### src/rtl/traffic_pkg.sv
// Shared types and lamp encodings for the two-road intersection controller.
// Lamps are {Red, Yellow, Green}; each road normally shows exactly one bit.
package traffic_pkg;

  typedef enum logic [2:0] {
    PHASE_MAIN_G   = 3'd0,
    PHASE_MAIN_Y   = 3'd1,
    PHASE_ALLRED_A = 3'd2,
    PHASE_SIDE_G   = 3'd3,
    PHASE_SIDE_Y   = 3'd4,
    PHASE_ALLRED_B = 3'd5,
    PHASE_PED_WALK = 3'd6,
    PHASE_FLASH    = 3'd7
  } phase_t;

  localparam logic [2:0] LIGHT_RED = 3'b100;
  localparam logic [2:0] LIGHT_YEL = 3'b010;
  localparam logic [2:0] LIGHT_GRN = 3'b001;
  localparam logic [2:0] LIGHT_OFF = 3'b000;

  typedef struct packed {
    logic [2:0] main_lamp;
    logic [2:0] side_lamp;
    logic       walk;
  } lamps_t;

  // Moore lamp decode; lit selects the lit/dark half of the night flash.
  function automatic lamps_t lamps_of(phase_t ph, logic lit);
    lamps_t l;
    l.main_lamp = LIGHT_RED;
    l.side_lamp = LIGHT_RED;
    l.walk      = 1'b0;
    case (ph)
      PHASE_MAIN_G:   l.main_lamp = LIGHT_GRN;
      PHASE_MAIN_Y:   l.main_lamp = LIGHT_YEL;
      PHASE_SIDE_G:   l.side_lamp = LIGHT_GRN;
      PHASE_SIDE_Y:   l.side_lamp = LIGHT_YEL;
      PHASE_PED_WALK: l.walk      = 1'b1;
      PHASE_FLASH:    l.main_lamp = lit ? LIGHT_YEL : LIGHT_OFF;
      default:        l.main_lamp = LIGHT_RED;
    endcase
    return l;
  endfunction

endpackage

### src/rtl/traffic_intersection_ctrl_phase_timer.sv
// Loadable down-counter that times every phase and the flash half-period.
// Holds at zero; the controller always reloads it before it would underflow.
module phase_timer
  import traffic_pkg::*;
#(
  parameter int CNT_W = 8
) (
  input  logic             clk,
  input  logic             load,
  input  logic [CNT_W-1:0] load_val,
  output logic             done
);

  logic [CNT_W-1:0] count_r;

  // Load on phase entry, otherwise count down towards zero.
  always_ff @(posedge clk) begin
    if (load) begin
      count_r <= load_val;
    end else if (count_r != {CNT_W{1'b0}}) begin
      count_r <= count_r - {{(CNT_W-1){1'b0}}, 1'b1};
    end else begin
      count_r <= count_r;
    end
  end

  assign done = (count_r == {CNT_W{1'b0}});

endmodule

### src/rtl/traffic_intersection_ctrl.sv
// Two-road intersection controller with pedestrian phase and night flash.
// All lamp outputs are registered and decoded from the next-state values.
module traffic_intersection_ctrl
  import traffic_pkg::*;
#(
  parameter int GREEN_CYC  = 8,
  parameter int YELLOW_CYC = 3,
  parameter int ALLRED_CYC = 2,
  parameter int PED_CYC    = 6,
  parameter int FLASH_HALF = 4,
  parameter int CNT_W      = 8
) (
  input  logic       clk,
  input  logic       rst,
  input  logic       ped_req,
  input  logic       flash_en,
  output logic [2:0] main_light,
  output logic [2:0] side_light,
  output logic       ped_walk,
  output logic       ped_pending,
  output logic [2:0] phase
);

  localparam logic [CNT_W-1:0] GREEN_LD  = CNT_W'(GREEN_CYC - 1);
  localparam logic [CNT_W-1:0] YELLOW_LD = CNT_W'(YELLOW_CYC - 1);
  localparam logic [CNT_W-1:0] ALLRED_LD = CNT_W'(ALLRED_CYC - 1);
  localparam logic [CNT_W-1:0] PED_LD    = CNT_W'(PED_CYC - 1);
  localparam logic [CNT_W-1:0] FLASH_LD  = CNT_W'(FLASH_HALF - 1);

  phase_t           state_r;
  phase_t           next_state_s;
  logic             lit_r;
  logic             next_lit_s;
  logic             load_s;
  logic [CNT_W-1:0] load_val_s;
  logic             timer_load_s;
  logic [CNT_W-1:0] timer_val_s;
  logic             done_s;
  logic             ped_enter_s;
  lamps_t           next_lamps_s;

  assign timer_load_s = rst | load_s;
  assign timer_val_s  = rst ? GREEN_LD : load_val_s;

  phase_timer #(.CNT_W(CNT_W)) u_timer (
    .clk      (clk),
    .load     (timer_load_s),
    .load_val (timer_val_s),
    .done     (done_s)
  );

  // Next phase and timer reload; flash is only honoured at the end of an all-red.
  always_comb begin
    next_state_s = state_r;
    next_lit_s   = lit_r;
    load_s       = 1'b0;
    load_val_s   = {CNT_W{1'b0}};
    case (state_r)
      PHASE_MAIN_G: begin
        if (done_s) begin
          next_state_s = PHASE_MAIN_Y;   load_s = 1'b1; load_val_s = YELLOW_LD;
        end else begin
          next_state_s = state_r;
        end
      end
      PHASE_MAIN_Y: begin
        if (done_s) begin
          next_state_s = PHASE_ALLRED_A; load_s = 1'b1; load_val_s = ALLRED_LD;
        end else begin
          next_state_s = state_r;
        end
      end
      PHASE_ALLRED_A: begin
        if (done_s && flash_en) begin
          next_state_s = PHASE_FLASH;    load_s = 1'b1; load_val_s = FLASH_LD; next_lit_s = 1'b1;
        end else if (done_s) begin
          next_state_s = PHASE_SIDE_G;   load_s = 1'b1; load_val_s = GREEN_LD;
        end else begin
          next_state_s = state_r;
        end
      end
      PHASE_SIDE_G: begin
        if (done_s) begin
          next_state_s = PHASE_SIDE_Y;   load_s = 1'b1; load_val_s = YELLOW_LD;
        end else begin
          next_state_s = state_r;
        end
      end
      PHASE_SIDE_Y: begin
        if (done_s) begin
          next_state_s = PHASE_ALLRED_B; load_s = 1'b1; load_val_s = ALLRED_LD;
        end else begin
          next_state_s = state_r;
        end
      end
      PHASE_ALLRED_B: begin
        if (done_s && flash_en) begin
          next_state_s = PHASE_FLASH;    load_s = 1'b1; load_val_s = FLASH_LD; next_lit_s = 1'b1;
        end else if (done_s && ped_pending) begin
          next_state_s = PHASE_PED_WALK; load_s = 1'b1; load_val_s = PED_LD;
        end else if (done_s) begin
          next_state_s = PHASE_MAIN_G;   load_s = 1'b1; load_val_s = GREEN_LD;
        end else begin
          next_state_s = state_r;
        end
      end
      PHASE_PED_WALK: begin
        if (done_s) begin
          next_state_s = PHASE_MAIN_G;   load_s = 1'b1; load_val_s = GREEN_LD;
        end else begin
          next_state_s = state_r;
        end
      end
      PHASE_FLASH: begin
        // Leaving flash is immediate; the all-red clearance follows in full.
        if (!flash_en) begin
          next_state_s = PHASE_ALLRED_B; load_s = 1'b1; load_val_s = ALLRED_LD; next_lit_s = 1'b1;
        end else if (done_s) begin
          next_lit_s   = ~lit_r;         load_s = 1'b1; load_val_s = FLASH_LD;
        end else begin
          next_state_s = state_r;
        end
      end
      default: begin
        next_state_s = PHASE_MAIN_G;     load_s = 1'b1; load_val_s = GREEN_LD; next_lit_s = 1'b1;
      end
    endcase
  end

  assign ped_enter_s  = (next_state_s == PHASE_PED_WALK) && (state_r != PHASE_PED_WALK);
  assign next_lamps_s = lamps_of(next_state_s, next_lit_s);
  assign phase        = state_r;

  // State, flash toggle, registered lamps and the pedestrian latch (clear beats set).
  always_ff @(posedge clk) begin
    if (rst) begin
      state_r     <= PHASE_MAIN_G;
      lit_r       <= 1'b1;
      main_light  <= LIGHT_GRN;
      side_light  <= LIGHT_RED;
      ped_walk    <= 1'b0;
      ped_pending <= 1'b0;
    end else begin
      state_r     <= next_state_s;
      lit_r       <= next_lit_s;
      main_light  <= next_lamps_s.main_lamp;
      side_light  <= next_lamps_s.side_lamp;
      ped_walk    <= next_lamps_s.walk;
      if (ped_enter_s) begin
        ped_pending <= 1'b0;
      end else if (ped_req && (state_r != PHASE_PED_WALK)) begin
        ped_pending <= 1'b1;
      end else begin
        ped_pending <= ped_pending;
      end
    end
  end

endmodule

### config.mk
export PLATFORM = sky130hd
export DESIGN_NAME = traffic_intersection_ctrl
export DESIGN_NICKNAME = d
export VERILOG_FILES = /design/src/rtl/traffic_pkg.sv /design/src/rtl/traffic_intersection_ctrl_phase_timer.sv /design/src/rtl/traffic_intersection_ctrl.sv
export SDC_FILE = /design/constraint.sdc
export NUM_CORES = 1
export LEC_CHECK = 0
export CORE_MARGIN = 3
export CORE_UTILIZATION = 45
export CTS_BUF_LIST = sky130_fd_sc_hd__clkbuf_8
export CTS_CLUSTER_DIAMETER = 60
export CTS_CLUSTER_SIZE = 20
export DETAILED_ROUTE_END_ITERATION = 6
export GPL_TIMING_DRIVEN = 0
export HOLD_SLACK_MARGIN = 0.08
export PLACE_DENSITY = 0.74
export SLEW_MARGIN = 20
export SYNTH_ARGS = -nofsm -noshare
export SYNTH_HDL_FRONTEND = slang
export SYNTH_SLANG_ARGS = --single-unit
### constraint.sdc
create_clock -name clk -period 4.9 [get_ports clk]
set_input_delay 0.49 -clock clk [delete_from_list [all_inputs] [get_ports clk]]
set_output_delay 0.49 -clock clk [all_outputs]
set_load 0.01 [all_outputs]
==> results of run 1 <==
-- through the flow --
step	setup WS (ns)	util	cell area, sq um	power [mW]
3_5_place_dp	2.81	0.561	1260	0.207
3_3_place_gp	2.81	0.561	1260	0.206
4_1_cts	2.78	0.593	1340	0.372
5_1_grt	2.65	0.593	1340	0.382
6_report	2.75	0.593	1340	0.368
2_1_floorplan	3.04	-	1110	0.201
-- worst min path at each step --
stage                           start           to  slack [ns]  cells past startpoint
final                     ped_pending  ped_pending        0.59                      2
after global routing      ped_pending  ped_pending        0.64                      2
after CTS                 ped_pending  ped_pending        0.61                      2
after detailed placement  ped_pending  ped_pending        0.59                      2
after global placement    ped_pending  ped_pending        0.58                      2
after floorplan           ped_pending  ped_pending        0.56                      2
-- flip-flops by register name (all words and copies together), names as in the netlist --
name             cells
u_timer.count_r      8
lit_r                1
ped_pending          1
main_light           3
ped_walk             1
side_light           3
phase                3
-- placed cells by master, fill, tap and decap left out, drive strengths merged, types with 6 or more instances in the layout --
master,n
clkdlybuf4s50,12
dfxtp,12
nor2,12
edfxtp,8
conb,8
nand2,8
a21oi,7
clkbuf,6
-- worst min-delay path, cell delays in order (launching register included) --
cell,delay (ns)
dfxtp_1,0.35
a21oi_1,0.13
a311oi_1,0.06
-- layer usage --
metal	up-vias	part of all wire	track usage
met5	-	0	0
met2	12	0.48	0.293
met3	4	0.023	0.0402
met4	0	0.013	0.0364
li1	452	-	-
met1	405	0.49	0.234
-- cell families (layout without fill, tap and decap cells) --
family	Yosys count	count (layout)	share of synthesized area
adders and majority gates	1	1	0.0115
muxes	1	1	0.00924
DFF	20	20	0.443
and+or+nand+nor	45	45	0.258
other	1	8	0.00346
AOI/OAI and AO/OA	29	29	0.193
buffers and inverters	11	27	0.0416
xor gates and xnor gates	5	5	0.0404
-- report_power, final --
group | switching [mW] | leakage, nW | internal (mW)
combinational | 0.0107 | 0.281 | 0.00874
clock | 0.0557 | 0.0357 | 0.109
sequential | 0.00564 | 0.174 | 0.178
total | 0.0721 | 0.492 | 0.296
-- cell type report --
type,count,area [sq um],area share
plain buffers,6,26.3,0.0197
clock buffers,3,41.3,0.0309
clock inverters,1,30.0,0.0225
inverters,5,18.8,0.0140
multi-input cells,89,584,0.437
flip-flops and latches,20,480,0.360
well taps,28,35.0,0.0262
repair buffers,12,120,0.0899
==> flow_metrics.py, run 1 <==
metrics = {
    "run_status": {
        "outcome": "finished clean",
    },
    "setup_path": {
        "critical_path_class": "flop to flop",
        "cp_max_fo": 10,
        "r2r-end": "main_light[1]",
        "path_cells": "inv_1 > ha_1 > nor3b_4 > and2_1 > buf_2 > a31oi_1 > and4_4 > a31o_1",
        "required_ns": 5.05,
        "start_kind": "flop",
        "startpoint": "u_timer.count_r[0]",
        "critical_path.top_delay_family": "simple AND/OR/NAND/NOR gates",
        "cp.buffers_inverters": 2,
        "r2r_slack_ns": 2.75,
        "endpoint_kind": "flop",
        "crit_arrival_ns": 2.30,
        "path_depth": 8,
        "max_stage_delay_ns": 0.41,
        "rr_startpoint": "u_timer.count_r[0]",
        "cp_slowest_cell": "edfxtp_1",
        "ff2ff_path_depth": 8,
        "setup.worst_path.end": "main_light[1]",
    },
    "synthesis": {
        "ys.flop_type": "dfxtp_1",
        "yosysMostFrequentCell": "dfxtp_1",
        "synth_seq_cells": 20,
        "synth_area_sq_mm": 0.00108,
        "yosys.cell_types.count": 43,
        "synth_edf_count": 8,
        "synth_area_leader_cell": "dfxtp_1",
        "yosysSeqAreaShare": 0.443,
        "yosysWarnings": 0,
        "synth_top_area_frac": 0.222,
        "synthTopCellsByCount": "dfxtp_1, nor2_1, edfxtp_1",
        "synth.area.top_cells": "dfxtp_1, edfxtp_1, xnor2_1, nor2_1, a21oi_1",
        "avgSynthCellArea_sq_um": 9.59,
        "synthArstFlopShare": 0,
        "synthCells": 113,
    },
    "cells_and_area": {
        "drive_gt1_frac": 0.132,
        "fillers": 217,
        "fin_nets": 142,
        "diodes": 0,
        "area_growth_pct": 23.3,
        "stdcell_count": 164,
    },
    "detailed_routing": {
        "dr.pass1.iters": 4,
        "vias": 873,
        "viasPerCell": 5.32,
        "ant_nets": 0,
        "drc": 0,
        "drtIter0Drc": 6,
        "wl_per_cell_um": 14.0,
        "drt_wl_total_um": 2290,
    },
    "floorplan": {
        "start_util": 0.481,
        "num_io_pins": 15,
        "core_area_sq_mm": 0.00225,
        "die_x_um": 55.1,
        "fp.dieH_um": 55.1,
        "dieArea_sq_mm": 0.00303,
        "core.rowCount": 17,
    },
    "min_path": {
        "hold_path.class": "flop to flop",
    },
    "global_route": {
        "grt_max_degree": 13,
        "grt_usage": 0.177,
        "antenna_found_initial": 0,
        "grt_pass1_vias": 841,
        "grt_overflow_total": 0,
        "grt_pass1_wl_um": 3880,
    },
    "timing": {
        "slew_violations": 0,
        "fin_setup_tns_ns": 0,
        "setup_violations": 0,
        "whs_ns": 0.591,
        "fmax_mhz": 466,
        "period_needed_ns": 2.15,
        "period_share": 0.438,
        "fin_worst_skew_ns": 0.00254,
        "final_hold_viol_count": 0,
        "rsz0062_at_grt": "no",
    },
    "clocking": {
        "cts_setup_buffers": 0,
        "clkSinkCount": 20,
        "cts_resized": 0,
        "root_buffer": "clkbuf_8",
        "clk_pin_slew_ns": 0.08,
        "cts_max_path_buffers": 2,
        "clock_latency_ns": 0.26,
        "cts_hold_buffers": 0,
        "ctsHtreeMaxLevel": 1,
        "cts_buffers": 3,
        "cts_tree": "built",
    },
    "placed_design": {
        "portBuffers": 12,
        "place_inst": 160,
        "dpl.hpwl_um": 1630,
        "place.gp.congestion": 0.846,
    },
    "job": {
        "cap_violations": 0,
    },
    "power": {
        "power.density_mw_per_mm2": 275,
        "leakagePower_nw": 0.492,
        "peakVddDrop_v": 0.000165,
    },
}
Power figures use the tool's default switching activity.
==> run 2, diff against run 1 <==
--- a/config.mk
+++ b/config.mk
@@ -13,7 +13,7 @@
 export DETAILED_ROUTE_END_ITERATION = 6
 export GPL_TIMING_DRIVEN = 0
 export HOLD_SLACK_MARGIN = 0.08
-export PLACE_DENSITY = 0.74
+export PLACE_DENSITY = 0.76
 export SLEW_MARGIN = 20
 export SYNTH_ARGS = -nofsm -noshare
 export SYNTH_HDL_FRONTEND = slang
==> constraint.sdc (replaced) <==
create_clock -name clk -period 1.8 [get_ports clk]
set_input_delay 0.18 -clock clk [delete_from_list [all_inputs] [get_ports clk]]
set_output_delay 0.18 -clock clk [all_outputs]
set_load 0.01 [all_outputs]
==> run 2 against run 1 <==
Compared with the run above:
- the flow now finishes with violations (negative setup slack)
- sequential cell count unchanged
- critical endpoint is now u_timer.count_r[0]
- highest routed layer unchanged
- total power rose to 2.5 times the previous value
- worst hold slack worse by 0.20 ns
- first-iteration DRC count rose to 5.3 times the previous value
- die area is the same
- via count rose by 19%
==> flow_metrics.py, run 2 (synthesis gave the netlist of run 1 again) <==
metrics = {
    "setup_path": {
        "startpoint": "u_timer.count_r[0]",
        "cp.buffers_inverters": 3,
        "critical_path.top_delay_family": "simple AND/OR/NAND/NOR gates",
        "crit_arrival_ns": 1.92,
        "r2r_slack_ns": -0.11,
        "cp_max_fo": 5,
        "cp_slowest_cell": "edfxtp_1",
        "start_kind": "flop",
        "rr_startpoint": "u_timer.count_r[0]",
        "endpoint_kind": "flop",
        "path_cells": "inv_2 > ha_4 > nor3b_4 > buf_6 > and2_4 > buf_8 > or3_4 > o41ai_2 > nand2_1",
        "r2r-end": "u_timer.count_r[0]",
        "required_ns": 1.81,
        "max_stage_delay_ns": 0.38,
        "ff2ff_path_depth": 9,
        "critical_path_class": "flop to flop",
    },
    "clocking": {
        "cts_tree": "built",
        "ctsHtreeMaxLevel": 1,
        "cts_buffers": 3,
        "root_buffer": "clkbuf_8",
        "cts_hold_buffers": 0,
        "clkSinkCount": 20,
        "cts_max_path_buffers": 2,
        "clk_pin_slew_ns": 0.07,
        "clock_latency_ns": 0.26,
    },
    "placed_design": {
        "place.gp.congestion": 0.900,
        "dpl.hpwl_um": 1670,
        "portBuffers": 12,
    },
    "detailed_routing": {
        "wl_per_cell_um": 16.3,
        "viasPerCell": 5.63,
        "vias": 1035,
        "drtIter0Drc": 32,
        "dr.pass1.iters": 4,
        "ant_nets": 0,
        "drt_wl_total_um": 3010,
        "drc": 0,
    },
    "floorplan": {
        "core.rowCount": 17,
        "die_x_um": 55.1,
        "num_io_pins": 15,
        "start_util": 0.481,
        "fp.dieH_um": 55.1,
        "dieArea_sq_mm": 0.00303,
        "core_area_sq_mm": 0.00225,
    },
    "global_route": {
        "grt_pass1_vias": 930,
        "grt_usage": 0.202,
        "antenna_found_initial": 0,
        "grt_overflow_total": 0,
        "grt_max_degree": 12,
        "grt_pass1_wl_um": 4330,
    },
    "cells_and_area": {
        "area_growth_pct": 51.5,
        "fin_nets": 162,
        "seq_area_sq_um": 480,
        "final_common_cell": "buf_4",
        "drive_gt1_frac": 0.359,
        "fillers": 173,
        "final_util": 0.728,
        "multi_input_area_sq_um": 708,
        "final_cell_mix": "buf_4, clkdlybuf4s50_1, dfxtp_1",
        "regMostFlops": "u_timer.count_r",
        "diodes": 0,
        "largest_reg_flops": 8,
    },
    "timing": {
        "final.setup.worst_slack_ns": -0.111,
        "setup_violations": 14,
        "period_share": 1.06,
        "slew_violations": 0,
        "maxSlewHeadroom": 0.630,
        "period_needed_ns": 1.91,
        "fmax_mhz": 523,
        "fin_worst_skew_ns": 0.00200,
        "whs_ns": 0.390,
        "rsz0062_at_grt": "yes",
        "tightest_slew_ns": 0.555,
        "final_hold_viol_count": 0,
    },
    "power": {
        "power.density_mw_per_mm2": 564,
        "p_int_mw": 0.720,
        "total_power_mw": 0.925,
        "peakVddDrop_v": 0.000424,
        "p_switching_mw": 0.206,
        "pwr-share-comb": 0.083,
        "swShare": 0.222,
        "p_seq_frac": 0.543,
        "leakagePower_nw": 0.661,
        "pwr-share-clk": 0.373,
    },
    "min_path": {
        "whs_path_depth": 2,
        "hold_path_end": "phase[1]",
        "min-delay-start": "rst",
        "hold_path.class": "primary input to flop",
    },
    "run_status": {
        "outcome": "finished with violations",
        "violations": "negative setup slack",
    },
    "job": {
        "cap_violations": 0,
    },
}
-- run 2: cell types whose count changed in the layout (fill, tap and decap cells not counted), sizes merged --
| cell | delta |
|---|---|
| bufinv | -1 |
| buf | +19 |
| clkbuf | +2 |
-- run 2: power groups by stage --
| stage | Combinational (mW) | Clock (mW) | Sequential [mW] |
|---|---|---|---|
| final | 0.0772 | 0.346 | 0.503 |
| after global routing | 0.0861 | 0.369 | 0.504 |
| after CTS | 0.0670 | 0.352 | 0.502 |
| after detailed placement | 0.0517 | 0 | 0.512 |
| after global placement | 0.0514 | 0 | 0.511 |
| after floorplan | 0.0375 | 0 | 0.509 |
-- run 2: layout make-up --
cell class	instances	area share
flip-flops and latches	20	0.293
inverters	5	0.0114
repair buffers	32	0.187
clock buffers	4	0.0335
plain buffers	6	0.0229
multi-input cells	89	0.431
well taps	28	0.0213
-- run 2: routing by layer --
| metal | up-vias | track usage | share of wire |
|---|---|---|---|
| met1 | 501 | 0.251 | 0.42 |
| met5 | - | 0 | 0 |
| met2 | 27 | 0.344 | 0.51 |
| met3 | 10 | 0.0375 | 0.037 |
| li1 | 497 | - | - |
| met4 | 0 | 0.0729 | 0.027 |
-- run 2: worst max-delay path by stage --
stage / end / slack [ns] / cells past startpoint
2_1_floorplan: main_light[1] / -0.007 / 7
3_3_place_gp: ped_pending / -0.21 / 7
3_5_place_dp: ped_pending / -0.26 / 7
4_1_cts: main_light[1] / -0.1 / 7
5_1_grt: main_light[1] / -0.20 / 6
6_report: u_timer.count_r[0] / -0.11 / 9
-- run 2: repair_timing --
item,CTS,global route
setup endpoints to repair,18,18
buffers inserted,11,8
gates cloned,0,1
resized for setup,13,15
pin swaps,6,4
-- run 2: stage by stage --
step	std cells	TNS, ns	area, sq um	setup slack [ns]
2_1_floorplan	120	-0.00780	1130	-0.00747
3_3_place_gp	160	-1.27	1280	-0.207
3_5_place_dp	160	-2.13	1280	-0.264
4_1_cts	175	-0.283	1490	-0.0985
5_1_grt	184	-2.43	1640	-0.196
6_report	184	-0.833	1640	-0.111
==> run 3, diff against run 2 <==
==> constraint.sdc (replaced) <==
create_clock -name clk -period 1.75 [get_ports clk]
set_input_delay 0.175 -clock clk [delete_from_list [all_inputs] [get_ports clk]]
set_output_delay 0.175 -clock clk [all_outputs]
set_load 0.01 [all_outputs]
==> run 3 against run 2 <==
Compared with the run above:
- sequential power grew 3%
- via count decreased by 2.7%
- clock power rose by 4%
- clock skew increased by 0.0026 ns
- combinational power up 7.0%
- sequential share of layout area grew 0.18 points
- the flow still finishes with violations (negative setup slack)
- global-route usage up 0.45 points
- sequential cell count stayed put
- non-clock buffer count shrank 2
- critical path depth unchanged
==> flow_metrics.py, run 3 (synthesis gave the netlist of run 1 again) <==
metrics = {
    "power": {
        "swShare": 0.226,
        "power.density_mw_per_mm2": 588,
        "peakVddDrop_v": 0.000507,
        "pwr-share-comb": 0.086,
        "pwr-share-clk": 0.376,
        "p_seq_frac": 0.538,
        "p_switching_mw": 0.217,
        "leakagePower_nw": 0.613,
        "p_int_mw": 0.742,
    },
    "timing": {
        "tightest_slew_ns": 0.606,
        "fin_setup_tns_ns": -1.42,
        "maxSlewHeadroom": 0.596,
        "period_share": 1.09,
        "final_hold_viol_count": 0,
        "slew_violations": 0,
        "rsz0062_at_grt": "yes",
        "period_needed_ns": 1.91,
        "final.setup.worst_slack_ns": -0.165,
        "setup_violations": 16,
        "fin_worst_skew_ns": 0.00463,
        "whs_ns": 0.408,
        "fmax_mhz": 522,
    },
    "clocking": {
        "cts_buffers": 3,
        "clock_latency_ns": 0.26,
        "cts_max_path_buffers": 2,
        "clk_pin_slew_ns": 0.07,
        "clkSinkCount": 20,
        "cts_tree": "built",
        "ctsHtreeMaxLevel": 1,
        "root_buffer": "clkbuf_8",
    },
    "detailed_routing": {
        "viasPerCell": 5.53,
        "ant_nets": 0,
        "drtIter0Drc": 23,
        "drc": 0,
        "vias": 1007,
        "wl_per_cell_um": 16.3,
        "drt_wl_total_um": 2960,
        "dr.pass1.iters": 4,
    },
    "cells_and_area": {
        "area_growth_pct": 50.6,
        "regMostFlops": "u_timer.count_r",
        "final_cell_mix": "clkdlybuf4s50_1, dfxtp_1, buf_4",
        "fin_nets": 160,
        "final_util": 0.724,
        "fin_area_sq_mm": 0.00163,
        "seq_area_sq_um": 480,
        "diodes": 0,
        "largest_reg_flops": 8,
        "drive_gt1_frac": 0.370,
        "fillers": 177,
        "multi_input_area_sq_um": 729,
    },
    "floorplan": {
        "core_area_sq_mm": 0.00225,
        "core.rowCount": 17,
        "dieArea_sq_mm": 0.00303,
        "num_io_pins": 15,
        "fp.dieH_um": 55.1,
        "die_x_um": 55.1,
        "start_util": 0.481,
    },
    "job": {
        "cap_violations": 0,
    },
    "setup_path": {
        "critical_path_class": "flop to flop",
        "endpoint_kind": "flop",
        "start_kind": "flop",
        "cp_max_fo": 5,
        "crit_arrival_ns": 1.93,
        "r2r_slack_ns": -0.16,
        "required_ns": 1.76,
    },
    "placed_design": {
        "portBuffers": 12,
        "dpl.hpwl_um": 1670,
        "dpl_cell_area_sq_mm": 0.00128,
        "place.gp.congestion": 0.900,
    },
    "min_path": {
        "hold_path.class": "primary input to flop",
    },
    "global_route": {
        "antenna_found_initial": 0,
        "grt_pass1_vias": 952,
        "grt_pass1_wl_um": 4400,
        "grt_overflow_total": 0,
        "grt_max_degree": 12,
        "grt_usage": 0.206,
    },
    "run_status": {
        "violations": "negative setup slack",
        "outcome": "finished with violations",
    },
}
[run 3: cell type report]
type | count | share of cell area
Multi-Input combinational cell | 89 | 0.447
Sequential cell | 20 | 0.294
Timing Repair Buffer | 30 | 0.170
Clock buffer | 4 | 0.0337
Buffer | 6 | 0.0215
Tap cell | 28 | 0.0215
Inverter | 5 | 0.0115
[run 3: final timing paths]
| kind | endpoint | startpoint | depth (start not counted) |
|---|---|---|---|
| setup / recovery | u_timer.count_r[0] | u_timer.count_r[0] | 9 |
| hold / removal | phase[1] | rst | 2 |
| setup reg to reg | u_timer.count_r[0] | u_timer.count_r[0] | 9 |
| hold reg to reg | ped_pending | ped_pending | 2 |
[run 3: timing repair]
item / 4_1_cts / 5_1_grt
buffers inserted: 13 / 6
hold buffers: 0 / 0
setup endpoints to repair: 20 / 20
gates cloned: 1 / 0
resized for setup: 18 / 15
pin swaps: 9 / 8
[run 3: power by group through the flow]
stage | logic, mW | registers (mW) | clock network [mW]
detailed placement | 0.0532 | 0.527 | 0
global placement | 0.0529 | 0.525 | 0
global route | 0.0907 | 0.518 | 0.382
floorplan | 0.0386 | 0.524 | 0
finish | 0.0826 | 0.516 | 0.360
CTS | 0.0736 | 0.516 | 0.362
[run 3: per-layer routing]
layer,part of all wire,routed length (um),up-vias,track usage
met5,0,0,-,0
met4,0.025,75,0,0.0891
met3,0.045,132,10,0.0429
met2,0.52,1520,29,0.343
met1,0.41,1230,478,0.256
li1,-,-,490,-
[run 3: critical path: stages, from the launching register on]
cell and delay, ns:
edfxtp_1 0.38, inv_2 0.06, ha_4 0.15, nor3b_4 0.14
buf_6 0.14, and2_4 0.17, buf_6 0.13, or3_4 0.36
o41ai_2 0.06, nand2_1 0.08
[run 3: through the flow]
stage,power [mW],std cells,setup WS [ns]
2_1_floorplan,0.562,120,-0.0575
3_3_place_gp,0.578,160,-0.257
3_5_place_dp,0.580,160,-0.314
4_1_cts,0.952,178,-0.149
5_1_grt,0.990,182,-0.241
6_report,0.959,182,-0.165
